$ cat src/rtl/edac_log_pkg.sv
// Shared definitions for the EDAC error logger.
// Log entry layout: {uncorr, scrub, addr}.
package edac_log_pkg;

    function automatic int entry_width(input int aw);
        return aw + 2;
    endfunction

    function automatic int ent_uncorr(input int aw);
        return aw + 1;
    endfunction

    function automatic int ent_scrub(input int aw);
        return aw;
    endfunction

endpackage

$ cat src/rtl/edac_log_fifo.sv
// Generic show-ahead synchronous FIFO.
// Head entry is presented on rdata whenever not empty.
module edac_log_fifo #(
    parameter int WIDTH = 10,
    parameter int DEPTH = 8
) (
    input  logic                     clk,
    input  logic                     rst_n,
    input  logic                     push,
    input  logic                     pop,
    input  logic [WIDTH-1:0]         wdata,
    output logic [WIDTH-1:0]         rdata,
    output logic                     empty,
    output logic                     full,
    output logic [$clog2(DEPTH):0]   level
);

    localparam int AW = $clog2(DEPTH);

    logic [WIDTH-1:0] mem_q [DEPTH];
    logic [AW-1:0]    wptr_q, wptr_d;
    logic [AW-1:0]    rptr_q, rptr_d;
    logic [AW:0]      cnt_q, cnt_d;
    logic             do_push;
    logic             do_pop;

    assign empty = (cnt_q == '0);
    assign full  = (cnt_q == (AW+1)'(DEPTH));
    assign level = cnt_q;
    assign rdata = empty ? '0 : mem_q[rptr_q];

    // A pop while full frees a slot, so a simultaneous push is accepted.
    assign do_pop  = pop & ~empty;
    assign do_push = push & (~full | do_pop);

    // Next-state for pointers and fill level; pointers wrap naturally.
    always_comb begin
        wptr_d = wptr_q;
        rptr_d = rptr_q;
        cnt_d  = cnt_q;
        if (do_push) wptr_d = wptr_q + 1'b1;
        if (do_pop)  rptr_d = rptr_q + 1'b1;
        if (do_push && !do_pop) cnt_d = cnt_q + 1'b1;
        if (!do_push && do_pop) cnt_d = cnt_q - 1'b1;
    end

    // Pointer and level registers.
    always_ff @(posedge clk) begin
        if (!rst_n) begin
            wptr_q <= '0;
            rptr_q <= '0;
            cnt_q  <= '0;
        end else begin
            wptr_q <= wptr_d;
            rptr_q <= rptr_d;
            cnt_q  <= cnt_d;
        end
    end

    // Storage array; contents are don't-care until written.
    always_ff @(posedge clk) begin
        if (rst_n && do_push) mem_q[wptr_q] <= wdata;
    end

endmodule

$ cat src/rtl/edac_err_logger.sv
// EDAC decoder monitor: error counters, event log FIFO and IRQ.
// All outputs are registered; inputs act one cycle later.
module edac_err_logger
    import edac_log_pkg::*;
#(
    parameter int ADDR_WIDTH  = 8,
    parameter int LOG_DEPTH   = 8,
    parameter int CNT_WIDTH   = 16,
    parameter int CORR_THRESH = 16
) (
    input  logic                              RCLK,
    input  logic                              NGRST,
    input  logic                              DEC_VALID,
    input  logic                              ERROR,
    input  logic                              CORRECTABLE,
    input  logic                              NOW_SCRUBBING,
    input  logic [ADDR_WIDTH-1:0]             ERR_ADDR,
    input  logic                              CLR_CNT,
    input  logic                              LOG_RDEN,
    output logic [entry_width(ADDR_WIDTH)-1:0] LOG_DATA,
    output logic                              LOG_EMPTY,
    output logic [$clog2(LOG_DEPTH):0]        LOG_LEVEL,
    output logic                              LOG_OVF,
    output logic [CNT_WIDTH-1:0]              CORR_CNT,
    output logic [CNT_WIDTH-1:0]              UNCORR_CNT,
    output logic                              IRQ,
    input  logic                              IRQ_ACK
);

    localparam int EW    = entry_width(ADDR_WIDTH);
    localparam int UNC_B = ent_uncorr(ADDR_WIDTH);
    localparam int SCR_B = ent_scrub(ADDR_WIDTH);

    logic                 ev, uncorr, ev_c, ev_u;
    logic                 full, drop;
    logic [EW-1:0]        entry;
    logic [CNT_WIDTH-1:0] corr_q, corr_d, corr_base;
    logic [CNT_WIDTH-1:0] unc_q, unc_d, unc_base;
    logic                 corr_inc, unc_inc, thr_hit;
    logic                 ovf_q, ovf_d;
    logic                 irq_q, irq_d, irq_set;

    assign ev     = DEC_VALID & ERROR;
    assign uncorr = ERROR & ~CORRECTABLE;
    assign ev_c   = ev & ~uncorr;
    assign ev_u   = ev & uncorr;

    // Build the log entry {uncorr, scrub, addr}.
    always_comb begin
        entry                   = '0;
        entry[ADDR_WIDTH-1:0]   = ERR_ADDR;
        entry[SCR_B]            = NOW_SCRUBBING;
        entry[UNC_B]            = uncorr;
    end

    edac_log_fifo #(
        .WIDTH (EW),
        .DEPTH (LOG_DEPTH)
    ) u_fifo (
        .clk   (RCLK),
        .rst_n (NGRST),
        .push  (ev),
        .pop   (LOG_RDEN),
        .wdata (entry),
        .rdata (LOG_DATA),
        .empty (LOG_EMPTY),
        .full  (full),
        .level (LOG_LEVEL)
    );

    // Full implies non-empty, so a pop while full always frees a slot.
    assign drop = ev & full & ~LOG_RDEN;

    // Clear first, then count with saturation; IRQ set beats ack.
    always_comb begin
        corr_base = CLR_CNT ? '0 : corr_q;
        unc_base  = CLR_CNT ? '0 : unc_q;
        corr_inc  = ev_c & (corr_base != '1);
        unc_inc   = ev_u & (unc_base != '1);
        corr_d    = corr_base + CNT_WIDTH'(corr_inc);
        unc_d     = unc_base + CNT_WIDTH'(unc_inc);
        thr_hit   = corr_inc & (corr_d == CNT_WIDTH'(CORR_THRESH));
        ovf_d     = (ovf_q & ~CLR_CNT) | drop;
        irq_set   = ev_u | thr_hit | (ovf_d & ~ovf_q);
        irq_d     = irq_set | (irq_q & ~IRQ_ACK);
    end

    // Counter, overflow and interrupt registers.
    always_ff @(posedge RCLK) begin
        if (!NGRST) begin
            corr_q <= '0;
            unc_q  <= '0;
            ovf_q  <= 1'b0;
            irq_q  <= 1'b0;
        end else begin
            corr_q <= corr_d;
            unc_q  <= unc_d;
            ovf_q  <= ovf_d;
            irq_q  <= irq_d;
        end
    end

    assign CORR_CNT   = corr_q;
    assign UNCORR_CNT = unc_q;
    assign LOG_OVF    = ovf_q;
    assign IRQ        = irq_q;

endmodule
$ cat config.mk
export PLATFORM = sky130hd
export DESIGN_NAME = edac_err_logger
export DESIGN_NICKNAME = d
export VERILOG_FILES = /design/src/rtl/edac_log_pkg.sv /design/src/rtl/edac_log_fifo.sv /design/src/rtl/edac_err_logger.sv
export SDC_FILE = /design/constraint.sdc
export NUM_CORES = 1
export LEC_CHECK = 0
export CAP_MARGIN = 20
export CORE_ASPECT_RATIO = 1.2
export CORE_UTILIZATION = 60
export DETAILED_ROUTE_END_ITERATION = 10
export DONT_BUFFER_PORTS = 1
export GPL_TIMING_DRIVEN = 1
export PLACE_DENSITY = 0.76
export SYNTH_ARGS = -nofsm -noshare
export SYNTH_HDL_FRONTEND = slang
export SYNTH_HIERARCHICAL = 1
export SYNTH_SLANG_ARGS = --single-unit
$ cat constraint.sdc
create_clock -name RCLK -period 3.7 [get_ports RCLK]
set_clock_uncertainty 0.2 [all_clocks]
set_input_delay 0.185 -clock RCLK [delete_from_list [all_inputs] [get_ports RCLK]]
set_output_delay 0.185 -clock RCLK [all_outputs]
set_load 0.005 [all_outputs]
-- After elaboration in Yosys (flattened, before gate mapping)
Memories as Yosys holds them, arrays and structs flattened. A register that Yosys moved wholly into a read port is not among the register bits.
Cells that the tools add are included.
- add/subtract/negate cells: 6
- multipliers: 0
- div/mod/pow operators: 0
- $lt $le $gt $ge: 0
- equal/unequal tests: 4
- shift operators: 0
- muxes and demuxes: 9
- bitwise gates (word level): 27
- reductions and logical operators: 7
- operators by type and width (operator ; count):
    16-bit by 1-bit adder with 16-bit output ; 2
    16-bit 2-to-1 mux ; 2
    16-bit inequality test (second input constant) ; 2
    16-bit by 5-bit equality test with 1-bit output (second input constant) ; 1
    1-bit AND ; 14
    10-bit 2-to-1 mux ; 1
    4-bit 2-to-1 mux ; 2
    1-bit inverter ; 8
    3-bit by 1-bit adder with 3-bit output (second input constant) ; 2
    3-bit 2-to-1 mux ; 2
    1-bit bitwise OR ; 5
    4-bit by 1-bit adder with 4-bit output (second input constant) ; 1
    4-bit equality test (second input constant) ; 1
    4-bit zero test ; 1
    4-bit by 1-bit subtractor with 4-bit output (second input constant) ; 1
    1-bit logical AND ; 3
    1-bit zero test ; 2
    1-bit 2-to-1 mux ; 2
    2-bit nonzero test ; 1
- flip-flop bits (word level): 44
- latch bits: 0
- bits in writable memories: 80
- bits in read-only memories: 0
- input bits: 17
- output and inout port bits: 49
- logic and storage cells: 61
- memories: 1
- memories (memory ; words ; bits a word ; rd ports ; clocked after memory_dff ; write ports ; line ; source):
    u_fifo.mem_q ; 8 ; 10 ; 1 ; 1 ; 1 ; edac_log_fifo.sv:20 ; logic [WIDTH-1:0] mem_q [DEPTH];

-- Depth between registers and ports, before layout
Gate-level depths: netlist (run 1).
- depth in word-level cells: 11
- depth in mapped cells: 12
- depth with buffers taken out: 11

-- Hierarchy
Netlist (run 1), hierarchy kept.
- by module, submodules not included (module ; times used ; cells an instance ; area an instance (um^2) ; seq. area each (um^2)):
    edac_log_fifo ; 1 ; 213 ; 3791.1 ; 2662.6
    edac_err_logger ; 1 ; 211 ; 1861.8 ; 680.7

-- Worst setup path before layout (run 1)
OpenSTA, ideal clock, no wires.
- kind: flip-flop to flip-flop
- start: register corr_q[13], in the netlist CORR_CNT[13]
- end: register irq_q, in the netlist IRQ
- library setup time: 0.096 ns
- arrival: 2.451 ns
- required time: 3.404 ns
- setup slack: 0.953 ns
- stages on the path, launching flop included: 12
- path buffers: 0
- period minus slack after synthesis: 2.747 ns
- cell sequence: dfxtp_1 -> nor2b_1 -> nand4_1 -> nor3_1 -> a31oi_1 -> ha_1 -> ha_1 -> and3b_1 -> nand4_1 -> mux2i_1 -> a41oi_2 -> o41ai_2
- cells in the longest elaborated chain, start to end: 9
- ends and longest elaborated chain (element ; line ; source):
    start: declaration ; edac_err_logger.sv:37 ; logic [CNT_WIDTH-1:0] corr_q, corr_d, corr_base;
    start signal: assignment ; edac_err_logger.sv:96 ; corr_q <= corr_d;
    16-bit 2-to-1 mux * ; edac_err_logger.sv:76 ; corr_base = CLR_CNT ? '0 : corr_q;
    16-bit inequality test ; edac_err_logger.sv:78 ; corr_inc = ev_c & (corr_base != '1);
    1-bit AND ; edac_err_logger.sv:78 ;
    16-bit by 1-bit adder with 16-bit output ; edac_err_logger.sv:80 ; corr_d = corr_base + CNT_WIDTH'(corr_inc);
    16-bit by 5-bit equality test with 1-bit output ; edac_err_logger.sv:82 ; thr_hit = corr_inc & (corr_d == CNT_WIDTH'(CORR_THRESH));
    1-bit AND * ; edac_err_logger.sv:82 ;
    1-bit bitwise OR * (2 in a row) ; edac_err_logger.sv:84 ; irq_set = ev_u | thr_hit | (ovf_d & ~ovf_q);
    1-bit bitwise OR * ; edac_err_logger.sv:85 ; irq_d = irq_set | (irq_q & ~IRQ_ACK);
    end signal: assignment ; edac_err_logger.sv:99 ; irq_q <= irq_d;
    end: declaration ; edac_err_logger.sv:41 ; logic irq_q, irq_d, irq_set;
Every way passes the cells marked *; elsewhere a longest branch is shown, timed or not.
A chain may end at the register's enable or synchronous reset.

-- Worst setup path after layout (run 1)
- start: input CORRECTABLE
- end: register unc_q[9], in the netlist UNCORR_CNT[9]
- cells in the longest elaborated chain, start to end: 5
- ends and longest elaborated chain (element ; line ; source):
    start: declaration ; edac_err_logger.sv:15 ; input logic CORRECTABLE,
    1-bit inverter ; edac_err_logger.sv:44 ; assign uncorr = ERROR & ~CORRECTABLE;
    1-bit AND ; edac_err_logger.sv:44 ;
    net uncorr ; edac_err_logger.sv:34 ; logic ev, uncorr, ev_c, ev_u;
    1-bit AND ; edac_err_logger.sv:46 ; assign ev_u = ev & uncorr;
    1-bit AND ; edac_err_logger.sv:79 ; unc_inc = ev_u & (unc_base != '1);
    16-bit by 1-bit adder with 16-bit output ; edac_err_logger.sv:81 ; unc_d = unc_base + CNT_WIDTH'(unc_inc);
    end signal: assignment ; edac_err_logger.sv:97 ; unc_q <= unc_d;
    end: declaration ; edac_err_logger.sv:38 ; logic [CNT_WIDTH-1:0] unc_q, unc_d, unc_base;
The timed path passes the listed nets, and every way through them passes these cells.

==> metrics, run 1 <==
status finished clean; hold slack 0.118 ns; unrepaired setup endpoints after global routing false; syn nets 450; Post-synth top flop edfxtp_1; PortBufs 0; Routed Antenna Nets 0; Total GRT Usage 0.257; final setup fails 0; Die Wd a little over 90 um; dpl hpwl 7050 um; clk_lat worst skew 0.52 ns; Clk pwr share 0.419; Fmax around 280 MHz; Worst Path Required just under 4 ns; Sequential Power Share 0.410; final core utilization 0.738; max layer used met4; PwrDens about 600 mW/mm^2; total grt overflow 0; WP data arrival ~3.7 ns; switching pwr 1.05 mW; Peak VDD IR about 0.37 mV; Placeable Area just over 0.009 mm^2; total CTS buffers 17; first-pass GRT wire length ~18000 um; via count 3545; Seq/Total Area, Yosys 0.591; crit-path cells dlygate4sd3_1, nor2b_1, nand2_1, a41oi_1, ha_1, nand4_1, nor4_2, dlygate4sd3_1, a21oi_1, dlygate4sd3_1, o21a_1; sw frac 0.264; Worst Slack Setup Final between 0.15 and 0.2 ns; register bit total from synthesis about 130; clock transition at the registers of the reported paths 0.06 ns; max-cap violation count 0; Syn Area/Cell ~13 um^2; fin crit period 3.52 ns; Leakage approximately 2.3 nW; Synthesis Warnings 6; met3 WL a little over 700 um; CP most frequent cell dlygate4sd3_1; final hold viol count 0; number of global-route vias before repair 3582; Die H 108 um; Pwr Total between 4 and 5 mW; vias per cell a little under 6; DR WL met2 6380 um; IO Pins between 60 and 70; Die Footprint ~0.01 mm^2; period utilization 0.953; Routed WL per cell 20.0 um; Crit Path Category in2reg; first-iteration detailed-routing DRC count 186; most frequent cells in the layout edfxtp_1 (80), nor2_1 (46), dfxtp_1 (45); clock root cell clkbuf_8; Ant. Diodes 0; Synth area leaders edfxtp_1 (42%), dfxtp_1 (17%), mux4_2 (8.0%); Internal ~3 mW; H-tree levels 4; post-synthesis cell count 424; Layout fillers around 590; Mapped Area approximately 0.0057 mm^2; Hold Path Class in2reg; CTS tree built; CP Capture Type register; type of origin of the critical path primary input; Post-synth ARST share 0; total setup buffers inserted after CTS 0; Worst Path Max Fanout 9; P&R area growth vs syn 18.6%; clock sink count 127; Slowest Stage Delay on Critical Path about 0.7 ns; EDFF count, synth 80; clk buf depth 2; Nets ~500; largest net degree at the start of global routing 26; first-pass detailed-route iteration total 5; routed length on met1 around 4600 um; GPL Wtd Cong around 0.8; Place WS ~0.68 ns; most common cell after layout, fill and taps aside edfxtp_1; Routed WL 11900 um; layout cell share with drive strength beyond 1 0.188; initial antenna violation count 0; family with the most delay on the worst path buffers and inverters; initial core utilization 0.622; Fin Setup TNS 0 ns; post-synth top area cell edfxtp_1; CP bufs+invs 3; area share of the leading cell type in the synthesized netlist 0.425; Worst slew margin 0.339; DRC viols 0; worst-margin pin slew between 0.9 and 1 ns; Distinct cells, synth 60; Logic pwr share 0.171; row count 38; Slowest-stage cell, CP dlygate4sd3_1; fin. max-slew vios 0
[area by class of cell]
cell class                 count  area, um^2  share of cell area
sequential                   127        3350               0.499
tap                          120         150              0.0224
inverter                       6        22.5             0.00336
clock buffer                  22         528              0.0787
multi-input combinational    272        2220               0.331
clock inverter                10        95.1              0.0142
timing repair buffer          37         345              0.0515
[per-stage QoR]
stage | instances | instance area, um^2
2_1_floorplan | 424 | 5650
6_report | 594 | 6710
4_1_cts | 594 | 6700
3_5_place_dp | 536 | 5810
5_1_grt | 594 | 6710
3_3_place_gp | 536 | 5810
[cell families after synthesis]
logic type | synth area share
AOI/OAI and AO/OA | 0.0460
and+or+nand+nor | 0.162
xor gates and xnor gates | 0.0558
adders and majority gates | 0.0212
muxes | 0.103
buffers and inverters | 0.0204
DFF | 0.591
[final timing paths]
kind | depth (start not counted) | to | slack [ns] | start
max | 11 | UNCORR_CNT[9] | 0.18 | CORRECTABLE
min | 2 | UNCORR_CNT[11] | 0.12 | NGRST
max reg2reg | 11 | IRQ | 0.19 | CORR_CNT[8]
min reg2reg | 2 | u_fifo/rptr_q[2] | 0.34 | u_fifo/rptr_q[2]
[sequential cells by signal, summed over array words and instances (netlist names), named ones only]
register / cells
u_fifo/mem_q: 80
CORR_CNT: 16
u_fifo/wptr_q: 3
u_fifo/rptr_q: 3
u_fifo/level: 4
IRQ: 1
UNCORR_CNT: 16
LOG_OVF: 1
[per-layer routing]
layer | up-vias | global-route usage
met2 | 120 | 0.469
li1 | 1652 | -
met1 | 1758 | 0.275
met5 | - | 0
met3 | 15 | 0.0851
met4 | 0 | 0.0991
[synthesized netlist by cell type (2+ instances only)]
cell type  instances
a211oi_1           2
or2_2              3
dfxtp_1           47
and2_1            15
inv_1              5
o311a_1            2
nand2b_1           9
a21boi_0           2
xnor2_1           20
nor2_1            46
and3_1             3
clkbuf_1           9
o21ai_0            5
mux4_2            20
nor3_1            10
or2b_1             2
edfxtp_1          80
or3_1              5
nor4_2             3
buf_1              2
nand3b_1           3
ha_1               8
nand3_1           14
nor4_1             5
nand4_1           10
buf_2              5
a21oi_1            5
mux2i_1           13
nor2b_1           10
xor2_1            16
a41oi_1            2
o211ai_1           2
nand2_1           14
[power groups by stage]
stage          combinational, mW  clock [mW]  sequential (mW)
2_1_floorplan              0.570           0             1.62
3_3_place_gp               0.637           0             1.67
3_5_place_dp               0.658           0             1.67
4_1_cts                    0.700        1.70             1.64
5_1_grt                    0.752        1.77             1.65
6_report                   0.683        1.68             1.64
[what timing repair did]
item	4_1_cts	5_1_grt
setup endpoints to repair	0	3
gates resized for setup	0	4
hold buffers	26	0
endpoints found under the hold margin	182	0
No activity file was read; power rests on OpenSTA's default activity.
==> run 2, diff against run 1 <==
Settings changed: CORE_MARGIN set to 3, RECOVER_POWER set to 100.
==> metrics, run 2 (synthesis results as in run 1) <==
Worst slew margin 0.207; hold worst-path end u_fifo/wptr_q[2]; Die H around 110 um; type of origin of the critical path primary input; period utilization 0.900; fin crit period around 3.3 ns; DP Cell Count 535; Sequential Power Share 0.428; largest net degree at the start of global routing 31; Layout fillers around 680; area occupied by multi-input gates between 0.002 and 0.0025 mm^2; Crit Path Category in2reg; FF/Latch Area roughly 0.0033 mm^2; clock sink count 127; Placeable Area a little over 0.009 mm^2; Hold Path Class in2reg; Peak VDD IR roughly 0.34 mV; Logic pwr share 0.165; Total GRT Usage 0.240; Die Wd 94.6 um; row count 38; vias per cell roughly 6; PortBufs 0; Fin Setup TNS 0 ns; IO Pins between 60 and 70; Die Footprint 0.0106 mm^2; layout cell share with drive strength beyond 1 0.123; Worst Path Required ~4 ns; min-delay src LOG_RDEN; worst reg-to-reg setup slack between 0.4 and 0.5 ns; CTS tree built; WP data arrival 3.53 ns; most common cell after layout, fill and taps aside edfxtp_1; clk buf depth 2; worst r2r src CORR_CNT[8]; crit-path cells clkbuf_1, nor2b_1, and4_2, a31oi_1, ha_1, nand4b_2, nor4_2, nor2b_1, xnor2_1, and2_0, dlygate4sd3_1; clock transition at the registers of the reported paths 0.05 ns; Non-Filler Instances ~600; Critical R2R Capture CORR_CNT[15]; dpl hpwl between 7000 and 8000 um; max FFs per register 80; first-iteration detailed-routing DRC count around 250; clock root cell clkbuf_8; clk_lat worst skew 0.51 ns; most frequent cells in the layout edfxtp_1 (80), dfxtp_1 (47), nor2_1 (46); Worst Path Max Fanout 30; first-pass GRT wire length approximately 19000 um; worst reg2reg path depth 10; final setup fails 0; Slowest-stage cell, CP clkbuf_1; switching pwr about 1000 uW; Top reg by flops u_fifo/mem_q; Nets 479; GPL Wtd Cong 0.865; fin. max-slew vios 0; Leakage 2.12 nW; CP most frequent cell nor2b_1; number of global-route vias before repair between 3000 and 4000; final core utilization 0.706; Fmax ~300 MHz; unrepaired setup endpoints after global routing false; CP Capture Type register; sw frac 0.255; total grt overflow 0; P&R area growth vs syn 13.9%; Cells on Worst Hold Path 4; hold slack -0.0314 ns; initial antenna violation count 1; failing checks negative hold slack; initial core utilization 0.619; Routed WL per cell between 15 and 20 um; Routed WL 11600 um; first-pass detailed-route iteration total 4; status finished with violations; Slowest Stage Delay on Critical Path about 0.85 ns; max-cap violation count 0; family with the most delay on the worst path simple AND/OR/NAND/NOR gates; H-tree levels 4; PwrDens 594 mW/mm^2; total setup buffers inserted after CTS 0; via count roughly 3500; total CTS buffers 17; worst-margin pin slew between 1 and 1.5 ns; Internal around 2.9 mW; final hold viol count 1; Routed Antenna Nets 0; DRC viols 0; Clk pwr share 0.406; CP bufs+invs 2
run 2: cell count changes in the layout (fill, tap and decap cells not counted), sizes merged:
cell / delta
buf: -10
bufinv: +2
clkbuf: +9
clkinv: +3
clkinvlp: -5
diode: +1
dlygate4sd3: -7
dlymetal6s4s: -1
run 2: cell type report:
cell class	instances	share of cell area
Tap cell	120	0.0233
Clock inverter	10	0.0186
Multi-Input combinational cell	272	0.334
Timing Repair Buffer	29	0.0350
Inverter	6	0.00350
Clock buffer	21	0.0666
Antenna cell	1	0.000389
Sequential cell	127	0.519
run 2: repair_timing:
action                                 in CTS  in global routing
endpoints found under the hold margin     183                  0
hold buffers                               19                  0
setup endpoints to repair                   0                  2
gates resized for setup                     0                  1
run 2: layer usage:
layer / share of wire / wire [um] / global-route usage / up-vias
li1: - / - / - / 1637
met1: 0.38 / 4390 / 0.296 / 1722
met2: 0.52 / 6040 / 0.397 / 126
met3: 0.080 / 929 / 0.0811 / 21
met4: 0.019 / 219 / 0.0818 / 0
met5: 0 / 0 / 0 / -
run 2: worst max-delay path by stage:
stage,startpoint,end,cells past startpoint,slack (ns)
2_1_floorplan,CORR_CNT[13],IRQ,11,0.95
3_3_place_gp,CORR_CNT[13],IRQ,11,0.74
3_5_place_dp,CORR_CNT[13],IRQ,11,0.69
4_1_cts,CLR_CNT,CORR_CNT[15],11,0.05
5_1_grt,CLR_CNT,CORR_CNT[15],11,0.09
6_report,CLR_CNT,CORR_CNT[15],11,0.37
run 2: worst min-delay path, stage by stage:
cell and delay, ns:
nand2b_1 0.16, o211ai_1 0.11, xor2_1 0.13, nor2_1 0.04
run 2: through the flow:
stage	cell area (um^2)	setup slack (ns)	power, mW	hold slack (ns)
2_1_floorplan	5650	0.953	2.19	0.0839
3_3_place_gp	5800	0.740	2.31	0.0842
3_5_place_dp	5800	0.690	2.33	0.0842
4_1_cts	6540	0.0482	3.92	0.0128
5_1_grt	6440	0.0941	4.01	-0.00475
6_report	6440	0.370	3.83	-0.0314
run 2: power by group through the flow:
stage | Combinational, mW | Clock (mW) | Sequential, mW
2_1_floorplan | 0.570 | 0 | 1.62
5_1_grt | 0.712 | 1.65 | 1.65
6_report | 0.634 | 1.56 | 1.64
3_3_place_gp | 0.642 | 0 | 1.67
4_1_cts | 0.700 | 1.58 | 1.64
3_5_place_dp | 0.657 | 0 | 1.67
==> run 3, diff against run 2 <==
Settings changed: PLACE_DENSITY 0.76 to 0.86.
==> metrics, run 3 (synthesis results as in run 1) <==
Slowest-stage cell, CP dlygate4sd3_1; P&R area growth vs syn 17.2%; Fin Setup TNS 0 ns; DP Cell Count 535; Routed Antenna Nets 0; Nets 484; Worst slew margin 0.362; hold slack -0.0312 ns; clk buf depth 2; Total GRT Usage 0.245; Hold Path Class in2reg; final setup fails 0; row count 38; min-delay src LOG_RDEN; period utilization 0.982; Slowest Stage Delay on Critical Path 0.58 ns; fin crit period between 3 and 4 ns; Post-DP Area roughly 0.0058 mm^2; vias per cell between 6 and 7; H-tree levels 4; design area about 0.0066 mm^2; WP data arrival 3.89 ns; Die Footprint between 0.01 and 0.015 mm^2; first-iteration detailed-routing DRC count about 260; initial core utilization 0.619; first-pass GRT wire length 19500 um; largest net degree at the start of global routing 26; CP bufs+invs 1; Place WS approximately 0.66 ns; PwrDens just over 600 mW/mm^2; Leakage ~2.2 nW; final core utilization 0.726; initial antenna violation count 0; IO Pins 66; layout cell share with drive strength beyond 1 0.151; type of origin of the critical path register; Worst Path Max Fanout 6; via count about 3600; failing checks negative hold slack; Die H 112 um; Placeable Area roughly 0.009 mm^2; most frequent cells in the layout edfxtp_1 (80), nor2_1 (46), dfxtp_1 (45); Routed WL roughly 12000 um; Worst Slack Setup Final roughly 0.067 ns; number of global-route vias before repair roughly 3800; total grt overflow 0; dpl hpwl approximately 7300 um; fin. max-slew vios 0; max FFs per register 80; clock sink count between 100 and 150; GPL Wtd Cong about 0.88; Ant. Diodes 0; clk_lat worst skew approximately 0.51 ns; CP Capture Type register; CTS tree built; max-cap violation count 0; worst r2r src CORR_CNT[13]; Routed WL per cell 20.2 um; Fmax about 280 MHz; Top reg by flops u_fifo/mem_q; Pwr Total slightly above 4 mW; most common cell after layout, fill and taps aside edfxtp_1; family with the most delay on the worst path simple AND/OR/NAND/NOR gates; Die Wd 94.6 um; DRC viols 0; clock root cell clkbuf_8; CP startpoint CORR_CNT[13]; clock transition at the registers of the reported paths approximately 0.060 ns; Peak VDD IR slightly below 0.4 mV; crit-path cells nor2b_2, nand4_1, nor3_1, a31oi_1, ha_1, ha_1, and3b_1, nand4_1, mux2i_1, a41oi_2, o41ai_2, dlygate4sd3_1; worst-margin pin slew 0.956 ns; Non-Filler Instances between 500 and 600; status finished with violations; first-pass detailed-route iteration total 4; total CTS buffers 17; PortBufs 0; Crit Path Category reg2reg; Worst Path Required about 4 ns; final hold viol count 1
==> run 3: cell count changes in the layout (fill, tap and decap cells not counted), moves of 3 or more <==
cell and change:
and2_0 -3, and2_1 +3, clkbuf_1 -4, clkbuf_16 +4, clkinv_1 -4, dlygate4sd3_1 +5
==> run 3: repair_timing <==
item	CTS	global route
hold endpoints to repair	182	0
resized for setup	0	5
buffers inserted	0	0
hold buffers	24	0
endpoints found under the setup margin	0	3
==> run 3: area by class of cell <==
type	count	area, um^2
Clock buffer	22	518
Clock inverter	10	140
Fill cell	598	2500
Inverter	6	22.5
Multi-Input combinational cell	272	2170
Sequential cell	127	3350
Tap cell	120	150
Timing Repair Buffer	34	284
==> run 3: per-layer routing <==
metal | vias to the layer above | share of wire | GRT usage
met4 | 0 | 0.021 | 0.102
li1 | 1646 | - | -
met3 | 22 | 0.065 | 0.0845
met5 | - | 0 | 0
met1 | 1753 | 0.38 | 0.283
met2 | 129 | 0.54 | 0.413
==> run 3: where the power goes <==
part | switching [mW] | total (mW) | internal, mW
Combinational | 0.346 | 0.636 | 0.290
Clock | 0.600 | 1.79 | 1.19
Sequential | 0.0810 | 1.63 | 1.55
==> run 3: worst reg2reg max path, cell delays in order, from the launching register on <==
cell and delay [ns]:
dfxtp_2 0.40, nor2b_2 0.21, nand4_1 0.16, nor3_1 0.27, a31oi_1 0.15, ha_1 0.27
ha_1 0.26, and3b_1 0.21, nand4_1 0.14, mux2i_1 0.24, a41oi_2 0.15, o41ai_2 0.33
dlygate4sd3_1 0.58
==> run 3: path summary, 6_finish.rpt <==
check                                        to  slack [ns]  cells past startpoint
worst max-delay path                        IRQ        0.07                     12
worst min-delay path            u_fifo/level[3]       -0.03                      3
worst max register to register              IRQ        0.07                     12
worst min register to register         register        0.33                      2
